<file path="src/rtl/nibble_serial_adder_pkg.sv">
`default_nettype none
// +----------------------------------------------------------------------------+
// | Module      : nibble_serial_adder_pkg                                      |
// | Description : Shared definitions for the nibble-serial adder: slice width, |
// |               FSM state encoding and a nibble-count helper.                |
// | Revision    : 1.0 - initial release                                        |
// +----------------------------------------------------------------------------+
package nibble_serial_adder_pkg;

   // Width of the ripple slice reused once per clock.
   localparam int SLICE_W = 4;

   // Controller states; encoding 2'd3 is unused and recovers to IDLE.
   typedef enum logic [1:0] {
      IDLE = 2'd0,
      RUN  = 2'd1,
      DONE = 2'd2
   } state_t;

   // Number of slice passes needed for a given operand width.
   function automatic int nib_count(input int width);
      return width / SLICE_W;
   endfunction

endpackage
`default_nettype wire

</file>
<file path="src/rtl/nibble_serial_adder_slice.sv">
`default_nettype none
// +----------------------------------------------------------------------------+
// | Module      : nibble_adder_slice                                           |
// | Description : Combinational 4-bit ripple adder built from four full-adder  |
// |               cells.                                                       |
// | Ports       : a, b  - 4-bit addends                                        |
// |               cin   - carry in                                             |
// |               s     - 4-bit sum                                            |
// |               cout  - carry out of bit 3                                   |
// | Revision    : 1.0 - initial release                                        |
// +----------------------------------------------------------------------------+
module nibble_adder_slice
   import nibble_serial_adder_pkg::*;
(
   input  logic [SLICE_W-1:0] a,
   input  logic [SLICE_W-1:0] b,
   input  logic               cin,
   output logic [SLICE_W-1:0] s,
   output logic               cout
);

   logic [SLICE_W:0] w_c;

   assign w_c[0] = cin;

   for (genvar i = 0; i < SLICE_W; i++) begin : g_fa
      assign s[i]     = a[i] ^ b[i] ^ w_c[i];
      assign w_c[i+1] = (a[i] & b[i]) | (w_c[i] & (a[i] ^ b[i]));
   end

   assign cout = w_c[SLICE_W];

endmodule
`default_nettype wire

</file>
<file path="src/rtl/nibble_serial_adder.sv">
`default_nettype none
// +----------------------------------------------------------------------------+
// | Module      : nibble_serial_adder                                          |
// | Description : Multi-cycle add/subtract controller. One 4-bit ripple slice  |
// |               is sequenced over WIDTH/4 nibbles, LSB first, one nibble per |
// |               clock, with the carry held in a register between nibbles.    |
// | Ports       : clk, rst            - clock, synchronous active-high reset   |
// |               in_valid/in_ready   - request handshake (ready only in IDLE) |
// |               a, b, sub           - operands and op select, taken on accept|
// |               out_valid/out_ready - result handshake (valid only in DONE)  |
// |               sum, cout, ovf      - result, final carry, signed overflow   |
// |               busy                - operation in progress or result held   |
// | Revision    : 1.0 - initial release                                        |
// +----------------------------------------------------------------------------+
module nibble_serial_adder
   import nibble_serial_adder_pkg::*;
#(
   parameter int WIDTH = 16
)(
   input  logic             clk,
   input  logic             rst,
   input  logic             in_valid,
   output logic             in_ready,
   input  logic [WIDTH-1:0] a,
   input  logic [WIDTH-1:0] b,
   input  logic             sub,
   output logic             out_valid,
   input  logic             out_ready,
   output logic [WIDTH-1:0] sum,
   output logic             cout,
   output logic             ovf,
   output logic             busy
);

   localparam int NIB = nib_count(WIDTH);
   localparam int CW  = $clog2(NIB);
   localparam logic [CW-1:0] c_last = CW'(NIB - 1);

   state_t           r_state;
   logic [WIDTH-1:0] r_a;
   logic [WIDTH-1:0] r_b;        // already inverted for subtraction
   logic [WIDTH-1:0] r_sum;
   logic             r_carry;
   logic [CW-1:0]    r_idx;
   logic             r_cout;
   logic             r_ovf;
   logic             r_in_ready;
   logic             r_out_valid;
   logic             r_busy;

   logic [SLICE_W-1:0] w_s;
   logic               w_c;

   nibble_adder_slice u_slice (
      .a    (r_a[r_idx*SLICE_W +: SLICE_W]),
      .b    (r_b[r_idx*SLICE_W +: SLICE_W]),
      .cin  (r_carry),
      .s    (w_s),
      .cout (w_c)
   );

   always_ff @(posedge clk) begin
      if (rst) begin
         r_state     <= IDLE;
         r_a         <= '0;
         r_b         <= '0;
         r_sum       <= '0;
         r_carry     <= 1'b0;
         r_idx       <= '0;
         r_cout      <= 1'b0;
         r_ovf       <= 1'b0;
         r_in_ready  <= 1'b1;
         r_out_valid <= 1'b0;
         r_busy      <= 1'b0;
      end else begin
         case (r_state)
            IDLE: begin
               if (in_valid) begin
                  // Subtraction is A + ~B + 1: invert B here and seed carry.
                  r_a        <= a;
                  r_b        <= b ^ {WIDTH{sub}};
                  r_carry    <= sub;
                  r_idx      <= '0;
                  r_state    <= RUN;
                  r_in_ready <= 1'b0;
                  r_busy     <= 1'b1;
               end
            end
            RUN: begin
               r_sum[r_idx*SLICE_W +: SLICE_W] <= w_s;
               r_carry <= w_c;
               r_idx   <= r_idx + 1'b1;
               if (r_idx == c_last) begin
                  // Flags use the MSB of the slice output being written now.
                  r_cout      <= w_c;
                  r_ovf       <= (r_a[WIDTH-1] == r_b[WIDTH-1]) &&
                                 (w_s[SLICE_W-1] != r_a[WIDTH-1]);
                  r_state     <= DONE;
                  r_out_valid <= 1'b1;
               end
            end
            DONE: begin
               // No accept here: the new request is taken from IDLE next cycle.
               if (out_ready) begin
                  r_state     <= IDLE;
                  r_out_valid <= 1'b0;
                  r_in_ready  <= 1'b1;
                  r_busy      <= 1'b0;
               end
            end
            default: begin
               r_state     <= IDLE;
               r_out_valid <= 1'b0;
               r_in_ready  <= 1'b1;
               r_busy      <= 1'b0;
            end
         endcase
      end
   end

   assign in_ready  = r_in_ready;
   assign out_valid = r_out_valid;
   assign busy      = r_busy;
   assign sum       = r_sum;
   assign cout      = r_cout;
   assign ovf       = r_ovf;

endmodule
`default_nettype wire

</file>
<file path="config.mk">
export PLATFORM = sky130hd
export DESIGN_NAME = nibble_serial_adder
export DESIGN_NICKNAME = d
export VERILOG_FILES = /design/src/rtl/nibble_serial_adder_pkg.sv /design/src/rtl/nibble_serial_adder_slice.sv /design/src/rtl/nibble_serial_adder.sv
export SDC_FILE = /design/constraint.sdc
export NUM_CORES = 1
export LEC_CHECK = 0
export ABC_AREA = 1
export BUFFER_PORTS_ARGS = -buffer_cell sky130_fd_sc_hd__buf_4
export CORE_MARGIN = 5
export CORE_UTILIZATION = 54
export DETAILED_ROUTE_END_ITERATION = 8
export PLACE_DENSITY = 0.89
export SLEW_MARGIN = 40
export SYNTH_ARGS = -nofsm -noshare
export SYNTH_HDL_FRONTEND = slang
export SYNTH_SLANG_ARGS = --single-unit
</file>
<file path="constraint.sdc">
create_clock -name clk -period 3.89 [get_ports clk]
set_clock_uncertainty 0.15 [all_clocks]
set_input_delay 0.5835 -clock clk [delete_from_list [all_inputs] [get_ports clk]]
set_output_delay 0.5835 -clock clk [all_outputs]
set_load 0.03 [all_outputs]
</file>
==> flow_summary.ini, run 1 <==
[outcome]
status = completed

[clocking]
htreeDepth = 3
ctsResizeCount = 0
post_cts.repair.setup_buffers = 0
clkSlewWorstSetupHoldPaths_ns = 0.06
cts_buffer_depth = 2
hold_buffers = 0
clk_latency_ns = 0.34
clock_tree.root_cell = clkbuf_8
clock_sinks = 58
cts_made_buffers = 9
cts_tree = yes

[route]
vias = 2657
dr.pass1.iters = 4
routedWlPerCell_um = 12.26
vias_per_cell = 5.032
ant_nets = 0
initialDrtViolationCount = 134
wl_um = 6472
drc = 0

[die]
die_w_um = 82.48
die-area_mm2 = 0.006802
initial_utilization_pct = 55.54
die_h_um = 82.48
rows = 26
ios = 58
placeableCoreArea_mm2 = 0.005107

[cells_and_area]
fin_area_mm2 = 0.003413
n_antenna_cell = 0
nets = 500
multi_input_comb_area_mm2 = 0.001438
drive_above_1_share_pct = 17.03
fillers = 440
regArea_mm2 = 0.001161
synthToLayoutAreaGrowth_pct = 20.34

[timing]
max_slew_margin_pct = 52.39
rsz0062_at_grt = false
fin_tns_setup_ns = 0
hold_viol = 0
min_period_ns = 3.495
worstMarginPinSlew_ns = 0.7130
finalSetupViolations = 0
fmax_mhz = 286.1
slew_violations = 0
fin_crit_sh_pct = 89.86

[placed_design]
gp_congestion = 0.8566
io_buffer_count = 57
place_area_mm2 = 0.003231
dpl.hpwl_um = 4739

[min_path]
hold_class = reg -> reg

[setup_path]
cp.arrival_ns = 3.58
critPathKind = reg -> reg
r2r_end = ovf
worst-path-buf-inv = 2
crit_start = r_idx[0]
rr_worst_depth = 12
end_kind = flop
slowest_delay_ns = 0.57
critPathTopFamily = adder cells
r2r_slack_ns = 0.39
cp-endpoint = ovf
worst_path_max_delay_cell = fa_1
crit_cells = 12
r2r-start = r_idx[0]
crit_chain = inv_1, o21ai_0, o22ai_1, fa_1, fa_1, fa_1, fa_1, inv_1, nand3_1, nand2_1, nor2_1, nor2_1
crit_fanout = 13
cp_common_cell = fa_1
cp-start-kind = flop
critPathRequiredTime_ns = 3.97

[grt]
antenna_found_initial = 0
grt_pass1_vias = 2560
grt_max_degree = 49
track_usage_pct = 21.02
grt_pass1_wl_um = 10800
grt-ovfl-total = 0

[synthesis]
synth.distinct_cells = 23
yosysWarningCount = 0
postSynthAreaPerCell_um2 = 7.021
synth-seq-cells = 58
ys_seq_area_share_pct = 40.94
synth_nets = 451
syn_inst = 404
syn_area_mm2 = 0.002836

[flow_run]
maxCapViolCount = 0

[power]
ir_drop_mv = 0.2558
total_power_mw = 1.471
leakage_nw = 1.572
cellPowerDensity_mw_per_mm2 = 430.8
cell usage after synthesis:
cell type	count	area share [%]
nand2_1	73	9.7
o22ai_1	8	1.8
clkbuf_2	1	0.18
ha_1	6	2.6
fa_1	4	2.8
buf_2	6	1.1
dfxtp_1	58	41
nand2_2	1	0.22
o21a_1	1	0.26
buf_6	6	2.4
nand4_1	1	0.22
nor2_1	119	16
nand3_1	9	1.6
a21oi_1	12	2.1
nor3_1	5	0.88
clkbuf_1	7	0.93
nor2_4	1	0.40
buf_4	1	0.26
xnor2_1	16	4.9
inv_2	2	0.26
o21ai_0	42	7.4
inv_1	24	3.2
clkinv_1	1	0.13
worst reg2reg max path: stages, from the launching register on:
cell     delay, ns
dfxtp_1       0.52
inv_1         0.25
o21ai_0       0.21
o22ai_1       0.11
fa_1          0.42
fa_1          0.41
fa_1          0.40
fa_1          0.57
inv_1         0.07
nand3_1       0.06
nand2_1       0.06
nor2_1        0.10
nor2_1        0.05
metrics by stage:
step / hold WS [ns] / setup slack (ns) / cells / util (%)
finish: 0.3157 / 0.3946 / 528 / 66.83
global route: 0.3312 / 0.07506 / 528 / 66.83
CTS: 0.3169 / 0.4170 / 528 / 66.83
detailed placement: 0.3078 / 0.4230 / 512 / 63.25
global placement: 0.3026 / 0.5236 / 512 / 63.25
floorplan: 0.2989 / 0.7045 / 404 / -
cell usage in the layout (no fill, tap or decap):
| cell type | instances |
|---|---|
| nor2_1 | 119 |
| nand2_1 | 73 |
| buf_4 | 59 |
| dfxtp_1 | 58 |
| o21ai_0 | 42 |
| inv_1 | 23 |
| xnor2_1 | 16 |
| a21oi_1 | 12 |
| clkbuf_8 | 12 |
| nand3_1 | 9 |
| o22ai_1 | 8 |
| ha_1 | 6 |
| nor3_1 | 5 |
| fa_1 | 4 |
| inv_2 | 3 |
| clkinv_2 | 2 |
| clkbuf_1 | 2 |
| nor2_4 | 1 |
| nand2_2 | 1 |
| clkinv_1 | 1 |
| nand4_1 | 1 |
| o21a_1 | 1 |
power breakdown:
part / switching [mW] / internal (mW) / leakage (nW)
clock: 0.225 / 0.281 / 0.0965
combinational: 0.179 / 0.121 / 0.999
sequential: 0.0303 / 0.634 / 0.477
logic make-up after synthesis:
| group | after synthesis | share of synthesized area (%) |
|---|---|---|
| AOI/OAI and AO/OA | 63 | 11.56 |
| xor gates and xnor gates | 16 | 4.940 |
| adders and majority gates | 10 | 5.470 |
| buffers and inverters | 48 | 8.381 |
| DFF | 58 | 40.94 |
| and+or+nand+nor | 209 | 28.72 |
how the worst min path moves through the flow:
stage	startpoint	end	slack (ns)	cells past startpoint
global route	cout	cout	0.33	2
finish	sum[9]	sum[9]	0.32	2
floorplan	r_b[10]	r_b[10]	0.30	2
detailed placement	sum[13]	sum[13]	0.31	2
CTS	sum[13]	sum[13]	0.32	2
global placement	sum[10]	sum[10]	0.30	2
registers in the layout (all words and copies together), names as in the netlist:
register / count
r_a: 16
r_b: 16
sum: 16
r_idx: 2
r_state: 2
busy: 1
cout: 1
in_ready: 1
out_valid: 1
ovf: 1
r_carry: 1
metal layers:
| metal | GRT usage, % | routed length [µm] | vias to the layer above |
|---|---|---|---|
| met5 | 0 | 0 | - |
| met4 | 12.96 | 200 | 0 |
| met3 | 5.423 | 422 | 22 |
| li1 | - | - | 1364 |
| met1 | 22.75 | 2638 | 1191 |
| met2 | 36.38 | 3211 | 80 |
cell type report:
class                      count  share of cell area, %
timing repair buffer          59                  12.98
sequential                    58                  34.02
multi-input combinational    298                  42.12
inverter                      27                  2.969
clock buffer                  14                  5.059
tap                           70                  2.566
clock inverter                 2                 0.2933
Power figures use the tool's default switching activity.
==> run 2: changes to the inputs <==
Settings changed: SETUP_SLACK_MARGIN set to 0.5.
==> flow_summary.ini, run 2 (synthesized netlist as in run 1, its figures left out) <==
[setup_path]
slowest_delay_ns = 0.62
worst-path-buf-inv = 3
worst_path_max_delay_cell = fa_2
cp_common_cell = fa_2
crit_chain = clkinvlp_4, buf_4, o21ai_1, o22ai_1, fa_2, fa_2, fa_2, fa_2, inv_1, nand3_1, nand2_1, nor2_1, nor2_1
cp.arrival_ns = 3.35
critPathRequiredTime_ns = 3.97
crit_fanout = 8
end_kind = flop
critPathKind = reg -> reg
cp-start-kind = flop
critPathTopFamily = adder cells

[clocking]
clkSlewWorstSetupHoldPaths_ns = 0.06
clk_latency_ns = 0.34
hold_buffers = 0
htreeDepth = 3
cts_buffer_depth = 2
cts_made_buffers = 9
clock_tree.root_cell = clkbuf_8
cts_tree = yes
clock_sinks = 58

[timing]
worstMarginPinSlew_ns = 0.7141
max_slew_margin_pct = 52.32
fin_crit_sh_pct = 83.95
fin_tns_setup_ns = 0
holdWs_ns = 0.3161
min_period_ns = 3.266
hold_viol = 0
fmax_mhz = 306.2
rsz0062_at_grt = true
finalSetupViolations = 0
slew_violations = 0

[grt]
antenna_found_initial = 0
grt_pass1_wl_um = 10870
grt_max_degree = 49
grt-ovfl-total = 0
grt_pass1_vias = 2565
track_usage_pct = 21.18

[placed_design]
io_buffer_count = 57
dpl.hpwl_um = 4739
gp_congestion = 0.8566

[cells_and_area]
nets = 507
n_antenna_cell = 0
final_cell_mix = nor2_1, nand2_1, buf_4, dfxtp_1, o21ai_0
final_common_cell = nor2_1
drive_above_1_share_pct = 20.00
synthToLayoutAreaGrowth_pct = 23.07
final_util_pct = 68.35

[route]
initialDrtViolationCount = 202
drc = 0
wl_um = 6800
vias_per_cell = 5.103
vias = 2730
routedWlPerCell_um = 12.71
dr.pass1.iters = 4
ant_nets = 0

[die]
placeableCoreArea_mm2 = 0.005107
die_w_um = 82.48
initial_utilization_pct = 55.54
ios = 58
die-area_mm2 = 0.006802
rows = 26
die_h_um = 82.48

[power]
leakage_nw = 1.596
total_power_mw = 1.490
cellPowerDensity_mw_per_mm2 = 426.8
ir_drop_mv = 0.2552

[min_path]
hold_class = reg -> reg

[flow_run]
maxCapViolCount = 0

[outcome]
status = completed
run 2: cell count changes in the layout (fill, tap and decap cells not counted):
cell / change
o21ai_0: -2
fa_2: +4
fa_1: -4
buf_4: +7
dfxtp_4: +2
dfxtp_1: -2
o21ai_1: +2
inv_1: -2
clkinvlp_4: +2
run 2: power by group:
group | switching, mW | total, mW | internal (mW)
clock network | 0.226 | 0.507 | 0.281
logic | 0.185 | 0.317 | 0.132
registers | 0.0314 | 0.665 | 0.634
total | 0.443 | 1.49 | 1.05
run 2: layer usage:
metal  part of all wire, %  wire, µm  track usage [%]
met1                    40      2705            22.89
met2                    50      3384            36.78
met3                   6.3       431            5.423
met4                   4.1       278            12.96
met5                     0         0                0
run 2: repair_timing:
| item | 4_1_cts | 5_1_grt |
|---|---|---|
| setup buffers | 0 | 7 |
| setup endpoints to repair | 5 | 6 |
| gates resized for setup | 2 | 10 |
| pin swaps | 0 | 1 |
run 2: worst paths after layout:
check | from | endpoint | slack [ns] | cells after the start
max | r_idx[0] | ovf | 0.62 | 13
min | sum[9] | sum[9] | 0.32 | 2
max reg2reg | r_idx[0] | ovf | 0.62 | 13
min reg2reg | sum[9] | sum[9] | 0.32 | 2
run 2: worst reg2reg max path, stage by stage (launching register included):
cell,delay (ns)
dfxtp_4,0.40
clkinvlp_4,0.17
buf_4,0.19
o21ai_1,0.11
o22ai_1,0.11
fa_2,0.36
fa_2,0.36
fa_2,0.36
fa_2,0.62
inv_1,0.07
nand3_1,0.06
nand2_1,0.06
nor2_1,0.10
nor2_1,0.05
run 2: final cells by class:
cell class / instances / area, µm²
sequential: 58 / 1169
clock inverter: 2 / 10.01
inverter: 27 / 108.9
timing repair buffer: 66 / 495.5
clock buffer: 14 / 172.7
tap: 70 / 87.58
multi-input combinational: 298 / 1448
fill: 423 / 1617
run 2: per-stage QoR:
stage | worst slack [ns] | instances | area (µm²)
floorplan | 0.7045 | 404 | 2836
global placement | 0.5236 | 512 | 3231
detailed placement | 0.4230 | 512 | 3231
CTS | 0.5725 | 528 | 3416
global route | 0.4469 | 535 | 3491
finish | 0.6242 | 535 | 3491
